## src/rtl/mpi_resp_txfifo.sv

```systemverilog
// MPI (Q-bus, inverted AD) responder with CSR/DATA registers feeding a TX byte FIFO.
// Optional IRQ output is built only when MPI_RESP_IRQ_EN is defined.
module mpi_resp_txfifo #(
  parameter logic [15:0] BASE_ADDR   = 16'o177700,
  parameter int          WAIT_STATES = 1,
  parameter int          FIFO_DEPTH  = 4
) (
  input  logic        pin_clk,
  input  logic        pin_rst,
  input  logic [15:0] pin_ad_n_i,
  output logic [15:0] pin_ad_n_o,
  output logic        pin_ad_oe,
  input  logic        pin_sync_n,
  input  logic        pin_din_n,
  input  logic        pin_dout_n,
  input  logic        pin_wtbt_n,
  output logic        pin_rply_n,
  output logic [7:0]  tx_data,
  output logic        tx_valid,
  input  logic        tx_ready,
  output logic        pin_irq_n
);
  localparam int AW = $clog2(FIFO_DEPTH);
  localparam logic [AW:0] FULL_CNT = (AW+1)'(FIFO_DEPTH);

  typedef enum logic [2:0] {S_IDLE, S_SKIP, S_SEL, S_WAIT, S_RPLY} state_t;

  state_t        state_q, state_d;
  logic [15:0]   addr_q, addr_d;
  logic [2:0]    wcnt_q, wcnt_d;
  logic          rd_q, rd_d;
  logic          rply_n_q, rply_n_d;
  logic          oe_q, oe_d;
  logic [15:0]   ad_n_o_q, ad_n_o_d;
  logic          wr_act;

  logic          ie_q, ovf_q, ovf_d;
  logic [7:0]    mem_q [FIFO_DEPTH];
  logic [7:0]    mem_d [FIFO_DEPTH];
  logic [AW-1:0] wptr_q, wptr_d, rptr_q, rptr_d;
  logic [AW:0]   cnt_q, cnt_d;
  logic [7:0]    tx_data_q;
  logic          tx_valid_q;

  logic [15:0]   wdata, rdata;
  logic          byte_w, hi_byte, full, pop, push, push_req, csr_wr, flush;
  logic [7:0]    push_byte;
  logic [4:0]    cnt5;

  assign wdata     = ~pin_ad_n_i;
  assign byte_w    = ~pin_wtbt_n;
  assign hi_byte   = byte_w & addr_q[0];
  assign full      = (cnt_q == FULL_CNT);
  assign cnt5      = 5'(cnt_q);
  assign rdata     = addr_q[1] ? 16'o000000
                               : {ovf_q, 7'b0, ~full, ie_q, 1'b0, cnt5};
  assign push_req  = wr_act & addr_q[1];
  assign push_byte = hi_byte ? wdata[15:8] : wdata[7:0];
  // A CSR byte write to the odd address touches only bit 15 (OVF), which is read-only.
  assign csr_wr    = wr_act & ~addr_q[1] & ~hi_byte;
  assign flush     = csr_wr & wdata[0];

  always_comb begin
    state_d  = state_q;
    addr_d   = addr_q;
    wcnt_d   = wcnt_q;
    rd_d     = rd_q;
    rply_n_d = rply_n_q;
    oe_d     = oe_q;
    ad_n_o_d = ad_n_o_q;
    wr_act   = 1'b0;
    case (state_q)
      S_IDLE: if (!pin_sync_n) begin
        addr_d  = wdata;
        state_d = (wdata[15:2] == BASE_ADDR[15:2]) ? S_SEL : S_SKIP;
      end
      S_SKIP: if (pin_sync_n) state_d = S_IDLE;
      S_SEL: if (!pin_din_n || !pin_dout_n) begin
        wcnt_d  = 3'(WAIT_STATES);
        rd_d    = ~pin_din_n;
        state_d = S_WAIT;
        if (!pin_din_n) begin
          oe_d     = 1'b1;
          ad_n_o_d = ~rdata;
        end
      end
      S_WAIT: if (wcnt_q == 3'd0) begin
        rply_n_d = 1'b0;
        state_d  = S_RPLY;
        if (rd_q) ad_n_o_d = ~rdata;
        else      wr_act   = 1'b1;
      end else begin
        wcnt_d = wcnt_q - 3'd1;
      end
      S_RPLY: if (rd_q ? pin_din_n : pin_dout_n) begin
        rply_n_d = 1'b1;
        oe_d     = 1'b0;
        ad_n_o_d = 16'hFFFF;
        state_d  = S_SEL;
      end
      default: state_d = S_IDLE;
    endcase
    // Dropping SYNC aborts whatever transfer is in flight.
    if (pin_sync_n && state_q != S_IDLE && state_q != S_SKIP) begin
      state_d  = S_IDLE;
      rply_n_d = 1'b1;
      oe_d     = 1'b0;
      ad_n_o_d = 16'hFFFF;
      wr_act   = 1'b0;
    end
  end

  always_comb begin
    pop    = tx_valid_q & tx_ready;
    push   = push_req & (~full | pop);
    mem_d  = mem_q;
    wptr_d = wptr_q;
    rptr_d = rptr_q;
    cnt_d  = cnt_q;
    ovf_d  = ovf_q;
    if (flush) begin
      wptr_d = '0;
      rptr_d = '0;
      cnt_d  = '0;
      ovf_d  = 1'b0;
    end else begin
      if (pop) rptr_d = rptr_q + 1'b1;
      if (push) begin
        mem_d[wptr_q] = push_byte;
        wptr_d        = wptr_q + 1'b1;
      end
      cnt_d = cnt_q + (AW+1)'(push) - (AW+1)'(pop);
      if (push_req && !push) ovf_d = 1'b1;
    end
  end

  always_ff @(posedge pin_clk) begin
    if (pin_rst) begin
      state_q    <= S_IDLE;
      addr_q     <= '0;
      wcnt_q     <= '0;
      rd_q       <= 1'b0;
      rply_n_q   <= 1'b1;
      oe_q       <= 1'b0;
      ad_n_o_q   <= 16'hFFFF;
      ie_q       <= 1'b0;
      ovf_q      <= 1'b0;
      wptr_q     <= '0;
      rptr_q     <= '0;
      cnt_q      <= '0;
      tx_data_q  <= '0;
      tx_valid_q <= 1'b0;
    end else begin
      state_q    <= state_d;
      addr_q     <= addr_d;
      wcnt_q     <= wcnt_d;
      rd_q       <= rd_d;
      rply_n_q   <= rply_n_d;
      oe_q       <= oe_d;
      ad_n_o_q   <= ad_n_o_d;
      if (csr_wr) ie_q <= wdata[6];
      ovf_q      <= ovf_d;
      wptr_q     <= wptr_d;
      rptr_q     <= rptr_d;
      cnt_q      <= cnt_d;
      tx_data_q  <= mem_d[rptr_d];
      tx_valid_q <= (cnt_d != '0);
    end
  end

  // Storage needs no reset; occupancy and pointers define validity.
  always_ff @(posedge pin_clk) begin
    mem_q <= mem_d;
  end

  assign pin_ad_n_o = ad_n_o_q;
  assign pin_ad_oe  = oe_q;
  assign pin_rply_n = rply_n_q;
  assign tx_data    = tx_data_q;
  assign tx_valid   = tx_valid_q;

`ifdef MPI_RESP_IRQ_EN
  logic irq_n_q;
  always_ff @(posedge pin_clk) begin
    if (pin_rst) irq_n_q <= 1'b1;
    else         irq_n_q <= ~(ie_q & ~full & ~tx_valid_q);
  end
  assign pin_irq_n = irq_n_q;
`else
  assign pin_irq_n = 1'b1;
`endif
endmodule

```

## config.mk

```make
export PLATFORM = sky130hd
export DESIGN_NAME = mpi_resp_txfifo
export DESIGN_NICKNAME = d
export VERILOG_FILES = /design/src/rtl/mpi_resp_txfifo.sv
export SDC_FILE = /design/constraint.sdc
export NUM_CORES = 1
export LEC_CHECK = 0
export BUFFER_PORTS_ARGS = -buffer_cell sky130_fd_sc_hd__buf_2
export CAP_MARGIN = 25
export CORE_MARGIN = 1
export CORE_UTILIZATION = 60
export CTS_CLUSTER_SIZE = 14
export DETAILED_ROUTE_END_ITERATION = 12
export PLACE_DENSITY_LB_ADDON = 0.15
export SLEW_MARGIN = 20
export SYNTH_ARGS = -nofsm -noshare
export SYNTH_HDL_FRONTEND = slang
export SYNTH_SLANG_ARGS = --single-unit
```

## constraint.sdc

```tcl
create_clock -name pin_clk -period 7 [get_ports pin_clk]
set_input_delay 0.35 -clock pin_clk [delete_from_list [all_inputs] [get_ports pin_clk]]
set_output_delay 0.35 -clock pin_clk [all_outputs]
set_load 0.03 [all_outputs]
```

# Yosys cells after proc, flatten, opt, wreduce, memory -nomap -nowiden
# Cells that the tools add are included.
[classes] n_bitwise=18 n_reduce_logical=25 eq_ne=15 addsub=5 n_mux=41 order_cmp=3
[ops] operator="16-bit 2-to-1 mux" count=6
[ops] operator="32-bit 2-to-1 mux" count=2
[ops] operator="16-bit case mux with 3 select lines" count=1
[ops] operator="32-bit bitwise mux" count=1
[ops] operator="8-bit 2-to-1 mux" count=4
[ops] operator="16-bit inverter" count=2
[ops] operator="3-bit 2-to-1 mux" count=8
[ops] operator="8-bit binary-select mux with 2-bit select" count=1
[ops] operator="8-bit demux with 2-bit select" count=1
[ops] operator="2-bit inequality test, second input constant" count=8
[ops] operator="3-bit case mux with 5 select lines" count=1
[ops] operator="14-bit equality test, second input constant" count=1
[ops] operator="1-bit 2-to-1 mux" count=10
[ops] operator="3-bit nonzero test" count=3
[ops] operator="1-bit AND" count=7
[ops] operator="3-bit by 2-bit equality test with 1-bit output, second input constant" count=2
[ops] operator="3-bit equality test, second input constant" count=2
[ops] operator="3-bit greater-or-equal comparator, second input constant" count=2
[ops] operator="3-bit zero test" count=2
[ops] operator="2-bit 2-to-1 mux" count=3
[ops] operator="1-bit inverter" count=6
[ops] operator="2-bit inverter with 3-bit output" count=2
[ops] operator="3-bit case mux with 2 select lines" count=1
[ops] operator="3-bit AND reduction" count=2
[ops] operator="other kinds (18)" count=29
[totals] word_cells=125 regBits=77

# Depth between registers and ports, before layout
# Gate-level depths: netlist of the first run.
[logic_depth] word_depth=12 ltp_mapped=14 ltp_nobuf=13

# Least setup slack after synthesis of the first run
# No wires, ideal clock.
[synth_timing] kind="reg-to-reg" start="register wcnt_q[0]" end="register tx_valid_q (netlist: tx_valid)" path_stages_with_launch=15 slack_ns=4.464 synth_period_minus_slack_ns=2.536 setup_ns=0.131 arrival_time_ns=2.406 required_ns=6.869 n_path_buf=1 cell_sequence="dfxtp_1 -> inv_1 -> ha_1 -> ha_1 -> nor4bb_4 -> and3_1 -> buf_6 -> nand3_1 -> o21ai_1 -> ha_1 -> inv_1 -> fa_1 -> xor2_1 -> xnor2_1 -> a31oi_1"
[synth_between] elab_chain_len=10
[synth_rtl] item="from (decl)" line_no="30" rtl="logic [2:0] wcnt_q, wcnt_d;"
[synth_rtl] item="from (signal assigned)" line_no="156" rtl="wcnt_q <= wcnt_d;"
[synth_rtl] item="3-bit zero test (*)" line_no="87" rtl="S_WAIT: if (wcnt_q == 3'd0) begin"
[synth_rtl] item="1-bit 2-to-1 mux (*)" line_no="87"
[synth_rtl] item="1-bit 2-to-1 mux (*)" line_no="72" rtl="case (state_q)"
[synth_rtl] item="1-bit 2-to-1 mux (*)" line_no="104" rtl="if (pin_sync_n && state_q != S_IDLE && state_q != S_SKIP) begin"
[synth_rtl] item="1-bit AND" line_no="57" rtl="assign push_req = wr_act & addr_q[1];"
[synth_rtl] item="1-bit AND" line_no="115" rtl="push = push_req & (~full | pop);"
[synth_rtl] item="3-bit by 1-bit adder with 3-bit output" line_no="132" rtl="cnt_d = cnt_q + (AW+1)'(push) - (AW+1)'(pop);"
[synth_rtl] item="3-bit by 1-bit subtractor with 3-bit output" line_no="132"
[synth_rtl] item="3-bit 2-to-1 mux (*)" line_no="121" rtl="if (flush) begin"
[synth_rtl] item="3-bit nonzero test (*)" line_no="167" rtl="tx_valid_q <= (cnt_d != '0);"
[synth_rtl] item="to (signal assigned)" line_no="167"
[synth_rtl] item="to (decl)" line_no="43" rtl="logic tx_valid_q;"
# Mark *: on every way between the ends. The rest lies on a longest branch, timed or not.
# A chain may end at the register's enable or synchronous reset.

# Final worst setup path of the first run
# Ends and elaborated chain as after synthesis.

==> results of run 1 <==
-- placed cells by master (no fill, tap or decap), drive strengths merged, types with 2 or more instances in the layout --
cell	n
and2	2
inv	10
clkbuf	11
dfxtp	67
nor2	47
nand2b	5
a21oi	11
nor3	5
mux2i	13
or3	9
nand2	11
nor2b	4
nand3	8
ha	7
o221ai	8
a211oi	3
nor4b	3
o22ai	8
o21ai	8
nand4	2
clkinv	2
o311ai	8
and3	9
conb	11
a31oi	2
buf	39
mux2	33
or2	2
xnor2	4
-- worst max-delay path by stage --
stage | slack, ns | from | cells after the start | to
after floorplan | 4.46 | wcnt_q[0] | 14 | tx_valid
after global placement | 4.27 | wcnt_q[0] | 13 | tx_valid
after detailed placement | 4.13 | wcnt_q[0] | 13 | tx_valid
after CTS | 4.09 | wcnt_q[0] | 13 | tx_valid
after global routing | 3.92 | wcnt_q[0] | 13 | tx_valid
final | 4.08 | wcnt_q[0] | 13 | tx_valid
-- final cells by class --
cell class | instances | area, um^2 | area share, %
multi-input combinational | 233 | 1640 | 47.14
sequential | 67 | 1341 | 38.55
timing repair buffer | 39 | 195.2 | 5.609
clock buffer | 11 | 141.4 | 4.063
tap | 67 | 83.83 | 2.409
clock inverter | 3 | 40.04 | 1.151
inverter | 10 | 37.54 | 1.079
-- kinds of logic (layout without fill, tap and decap cells) --
logic type	count (synthesis)	after routing	share of synthesized area, %
other	1	11	0.1195
multiplexers	46	46	16.38
flip-flops	67	67	42.73
buffers and inverters	34	63	6.218
AND/OR/NAND/NOR	111	111	18.53
adder cells (fa/ha/maj)	8	8	3.428
AO/OA/AOI/OAI	52	52	11.20
XOR/XNOR	5	5	1.395
-- flip-flops by register name (all words and copies together), names as in the netlist, 3 cells and up --
signal	count
mem_q	32
cnt_q	3
state_q	3
pin_ad_n_o	6
tx_data	8
wcnt_q	3
-- cells in the mapped netlist (8+ instances only) --
cell type  instances  share of area (%)
a21oi_1           11                1.8
and3_1             9                1.8
buf_4             12                2.9
dfxtp_1           67                 43
inv_1             10                1.2
mux2_1            32                 11
mux2i_1           12                3.8
nand2_1           11                1.3
nor2_1            47                5.6
o221ai_1           8                2.2
o22ai_1            8                1.6
or3_1              9                1.8
-- routing by layer --
metal,global-route usage [%],up-vias,wire length (um)
met5,0,-,0
met1,33.05,1152,3089
li1,-,1211,-
met2,42.22,58,3082
met4,11.53,0,129
met3,5.285,12,273
-- worst max-delay path, delay by kind of cell, from the launching register on --
kind | cells | cell delay, ns
adder cells (fa/ha/maj) | 4 | 0.91
AND/OR/NAND/NOR | 3 | 0.85
XOR/XNOR | 2 | 0.38
flip-flops | 1 | 0.30
AO/OA/AOI/OAI | 2 | 0.22
buffers and inverters | 2 | 0.13
-- report_power, final --
part           total, mW  internal (mW)  switching [mW]
Combinational      0.142         0.0458          0.0957
Sequential         0.412          0.398          0.0139
Clock              0.309          0.169           0.140
Total              0.863          0.613           0.250
==> metrics.md, run 1 <==
| Metric | Value |
|---|---|
| Largest net degree at the start of global routing | 18 |
| Die Width | 74.34 um |
| Initial antenna violation count | 0 |
| Endpoints failing hold | 0 |
| Post-route ant nets | 0 |
| CTS max path bufs | 2 |
| Ys flop type | dfxtp_1 |
| Rel. slew slack | 44.22% |
| CP most frequent cell | ha_1 |
| Drt drc | 0 |
| IO buf count | 39 |
| LEAKAGE | 1.589 nW |
| Hold Crit Start | pin_ad_n_i[1] |
| Hold Crit Depth | 2 |
| Die area | 5526 um^2 |
| Vias in the first global route | 2255 |
| Post-detail-place hpwl | 4491 um |
| Routed WL per cell | 15.29 um |
| FF-to-FF path depth | 13 |
| Synth warn | 0 |
| Die Y | 74.34 um |
| Syn Inst Count | 324 |
| Hold Crit Endpoint | addr_q[1] |
| Gr usage total | 25.82% |
| RSZ-0062 raised after global routing | no |
| Power Density | 247.9 nW/um^2 |
| FMAX | 342.6 MHz |
| Routed WL | 6575 um |
| Post-Syn Area | 3139 um^2 |
| MaxCap Viol Count | 0 |
| Placed cells | 416 |
| Number of DRC markers in iteration 0 | 145 |
| Crit-path cells | inv_1, ha_1, ha_1, nor4bb_4, and3_1, nand3_1, o21ai_1, ha_1, inv_1, fa_1, xor2_1, xnor2_1, a31oi_1 |
| Seq/Total Area, Yosys | 42.73% |
| Place WS | 4.130 ns |
| Placement Cell Area | 3298 um^2 |
| Critical path's slowest cell | and3_1 |
| CP Max Fanout | 9 |
| Worst-Margin Slew | 0.8349 ns |
| Total CTS buffers | 9 |
| FILL cells | 406 |
| Max-slew violations | 0 |
| Final setup vio count | 0 |
| Avg Cell Area, Syn | 9.689 um^2 |
| Fin cells | 430 |
| Area Growth Syn to Fin | 10.84% |
| Clk slew on worst S/H paths | 0.06 ns |
| Placer congestion estimate | 0.8565 |
| Status | complete, no violations |
| VDD IR max | 0.2176 mV |
| Startpoint types | flop |
| Clock root cell | clkbuf_8 |
| Clk_lat worst skew | 0.35 ns |
| Minimum clock period | 2.919 ns |
| Final WS setup | 4.081 ns |
| Final Skew | 0.005024 ns |
| CP arrival | 3.14 ns |
| Buffers inserted by post-CTS timing repair | 0 |
| CP max stage delay | 0.39 ns |
| PostCTS Resize Cnt | 0 |
| Ant diodes | 0 |
| Pre-Repair DR Iteration Count | 4 |
| NumNets Final | 391 |
| CP Class | flop to flop |
| Register bit total from synthesis | 67 |
| Initial Utilization | 64.33% |
| Final hold slack | 0.2075 ns |
| First-pass GRT wire length | 10560 um |
| Clock Sinks | 67 |
| Post-synth EDFFs | 0 |
| Gr ovfl total | 0 |
| Final worst-path cycle share | 41.70% |
| Worst Hold Class | input pin to flop |
| Post-route cell area | 3480 um^2 |
| Crit Reg-Reg Startpoint | wcnt_q[0] |
| Overall power | 862.5 uW |
| Fraction of registers with async set/reset | 0% |
| Worst R2R End | tx_valid |
| Distinct cell type count after synthesis | 47 |
| CP endpoint kind | flop |
| Setup_tns | 0 ns |
| Hold buffer count at CTS | 0 |
| Core area | 4880 um^2 |
| CTS tree | yes |
| Layout cells sized above 1 | 16.25% |
| Reg2reg setup slack | 4.08 ns |
| Via Count | 2433 |
| Post-Route Utilization | 71.31% |
| H-tree depth | 3 |
| Vias per cell | 5.658 |
| Worst path required time | 7.22 ns |
| I/O pin count | 51 |
| Row cnt | 25 |
Note: power is estimated with default switching activity, not from simulation.
==> inputs of run 2 (changes only) <==
--- a/config.mk
+++ b/config.mk
@@ -5,10 +5,11 @@
 export SDC_FILE = /design/constraint.sdc
 export NUM_CORES = 1
 export LEC_CHECK = 0
+export ABC_AREA = 1
 export BUFFER_PORTS_ARGS = -buffer_cell sky130_fd_sc_hd__buf_2
 export CAP_MARGIN = 25
 export CORE_MARGIN = 1
-export CORE_UTILIZATION = 60
+export CORE_UTILIZATION = 53
 export CTS_CLUSTER_SIZE = 14
 export DETAILED_ROUTE_END_ITERATION = 12
 export PLACE_DENSITY_LB_ADDON = 0.15
==> constraint.sdc (replaced) <==
create_clock -name pin_clk -period 2.35 [get_ports pin_clk]
set_input_delay 0.1175 -clock pin_clk [delete_from_list [all_inputs] [get_ports pin_clk]]
set_output_delay 0.1175 -clock pin_clk [all_outputs]
set_load 0.03 [all_outputs]
==> metrics.md, run 2 <==
| Metric | Value |
|---|---|
| RSZ-0062 raised after global routing | no |
| Hold buffer count at CTS | 0 |
| Post-synth EDFFs | 0 |
| Final worst-path cycle share | 93.17% |
| Sequential cell area | 1341 um^2 |
| CP Max Fanout | 4 |
| Post-route ant nets | 0 |
| Total CTS buffers | 9 |
| Fin cells | 724 |
| Via Count | 3544 |
| Routed WL | 8713 um |
| Initial Utilization | 54.68% |
| Routed WL per cell | 12.03 um |
| Max-slew violations | 0 |
| Minimum clock period | 2.189 ns |
| Final setup vio count | 0 |
| I/O pin count | 51 |
| LEAKAGE | 2.480 nW |
| Clk slew on worst S/H paths | 0.07 ns |
| Top cells by area, synth | dfxtp_1, nand2_1, inv_1, nand3_1, o21ai_0 |
| Die Width | 88.51 um |
| Power Density | 823.8 nW/um^2 |
| Most frequent cells in the layout | nand2_1, inv_1, dfxtp_1, nand3_1, o21ai_0 |
| Gr ovfl total | 0 |
| Placed cells | 706 |
| Top routing layer used | met4 |
| Vias in the first global route | 3014 |
| CTS max path bufs | 2 |
| Met3 Routed Length | 363 um |
| Top cell type by total area after synthesis | dfxtp_1 |
| H-tree depth | 3 |
| Post-detail-place hpwl | 6305 um |
| Fraction of registers with async set/reset | 0% |
| Clock root cell | clkbuf_8 |
| Largest Register | mem_q |
| Post-synth top cells | nand2_1, inv_1, dfxtp_1 |
| Max reg flops | 32 |
| Post-Syn Area | 3966 um^2 |
| CP max stage delay | 0.35 ns |
| CTS tree | yes |
| Placer congestion estimate | 0.8223 |
| Largest net degree at the start of global routing | 44 |
| Worst path required time | 2.62 ns |
| Multi-input gate area | 2052 um^2 |
| Final Skew | 0.007917 ns |
| Syn Inst Count | 579 |
| Status | complete, no violations |
| First-pass GRT wire length | 13720 um |
| Ys flop type | dfxtp_1 |
| Commonest non-fill, non-tap cell in the layout | nand2_1 |
| Vias per cell | 4.895 |
| CP arrival | 2.45 ns |
| Worst-Margin Slew | 0.5923 ns |
| Crit-path cells | inv_2, ha_1, ha_2, nand2_4, nor2_8, nand3_4, nor2_8, nand2_1, nand2_1, ha_1, inv_1, fa_2, xor2_2, a31oi_1 |
| Met2 WL | 3796 um |
| M1 wire length | 4384 um |
| Initial antenna violation count | 0 |
| MaxCap Viol Count | 0 |
| Distinct cell type count after synthesis | 38 |
| Endpoints failing hold | 0 |
| Seq/Total Area, Yosys | 33.82% |
| Startpoint types | flop |
| Register bit total from synthesis | 67 |
| Ant diodes | 0 |
| Number of DRC markers in iteration 0 | 167 |
| Synth top area share | 33.82% |
| Pre-Repair DR Iteration Count | 5 |
| Core area | 7253 um^2 |
| Clk_lat worst skew | 0.34 ns |
| Layout cells sized above 1 | 18.40% |
| Most common cell in the synthesized netlist | nand2_1 |
| NumNets Final | 651 |
| Area Growth Syn to Fin | 11.23% |
| CP Class | flop to flop |
| Row cnt | 31 |
| Critical path's slowest cell | fa_2 |
| Gr usage total | 23.19% |
| Setup_tns | 0 ns |
| Drt drc | 0 |
| IO buf count | 39 |
| Worst Hold Class | input pin to flop |
| Synth warn | 0 |
| Avg Cell Area, Syn | 6.850 um^2 |
| Clock Sinks | 67 |
| CP endpoint kind | flop |
| FMAX | 456.7 MHz |
| Die area | 7833 um^2 |
| Rel. slew slack | 60.52% |
| FILL cells | 714 |
| VDD IR max | 0.4169 mV |
| Die Y | 88.51 um |
run 2: cell count changes in the layout (fill, tap and decap cells not counted), moves of 9 or more:
cell | before | now
and3_1 | 9 | 0
o21ai_0 | 1 | 42
mux2i_1 | 12 | 0
and2_1 | 2 | 24
mux2_1 | 32 | 0
nand2_1 | 11 | 121
nand3_1 | 6 | 51
or3_1 | 9 | 0
nand2_2 | 0 | 24
inv_1 | 10 | 106
run 2: cell families (layout without fill, tap and decap cells):
kind of cell	Yosys count	count (layout)	synth area share, %
buffers and inverters	136	172	15.90
xor gates and xnor gates	4	4	0.8834
DFF	67	67	33.82
adders and majority gates	8	8	2.713
other	1	11	0.09455
and+or+nand+nor	288	288	36.62
AOI/OAI and AO/OA	75	75	9.969
run 2: final timing paths:
path | cells after the start | slack, ns | startpoint | endpoint
min reg2reg | 2 | 0.45 | pin_rply_n | pin_rply_n
max reg2reg | 14 | 0.16 | wcnt_q[0] | tx_valid
max | 14 | 0.16 | wcnt_q[0] | tx_valid
min | 2 | 0.03 | pin_rst | wcnt_q[2]
run 2: repair_timing:
action / in CTS / in global routing
buffers inserted: 0 / 2
endpoints found under the setup margin: 0 / 1
resized for setup: 0 / 2
run 2: worst max-delay path: cells and delay by family, from the launching register on:
family | cells | cell delay (ns)
simple gates | 6 | 0.55
xor+xnor | 1 | 0.18
compound gates | 1 | 0.16
fa+ha+maj | 4 | 0.82
flops | 1 | 0.31
buf+inv | 2 | 0.11
run 2: area by class of cell:
class                   count  area share [%]
flip-flops and latches     67           30.40
clock inverters             4           1.078
repair buffers             45           6.012
clock buffers              12           3.744
multi-input cells         386           46.51
inverters                 111           9.444
well taps                  99           2.808
run 2: power breakdown:
group          total, mW  internal [mW]  switching (mW)
Clock               1.01          0.573           0.437
Combinational       1.23          0.400           0.832
Sequential          1.39           1.28           0.108
Total               3.63           2.26            1.38
run 2: per-layer routing:
layer  track usage (%)  vias to the layer above
met5                 0                        -
met4             10.56                        0
met3             3.358                       15
met2             34.97                       82
met1             32.74                     1596
li1                  -                     1851
run 2: stage by stage:
| stage | hold WS [ns] | total power, mW | setup slack [ns] | util, % | instance area, um^2 |
|---|---|---|---|---|---|
| floorplan | 0.1866 | 2.340 | 0.03292 | - | 4016 |
| global placement | 0.3782 | 2.602 | 0.1713 | 57.58 | 4177 |
| detailed placement | 0.3805 | 2.627 | 0.1209 | 57.58 | 4177 |
| CTS | 0.02175 | 3.637 | 0.1148 | 60.51 | 4389 |
| global route | 0.02390 | 3.863 | 0.01439 | 60.82 | 4412 |
| finish | 0.03222 | 3.634 | 0.1606 | 60.82 | 4412 |
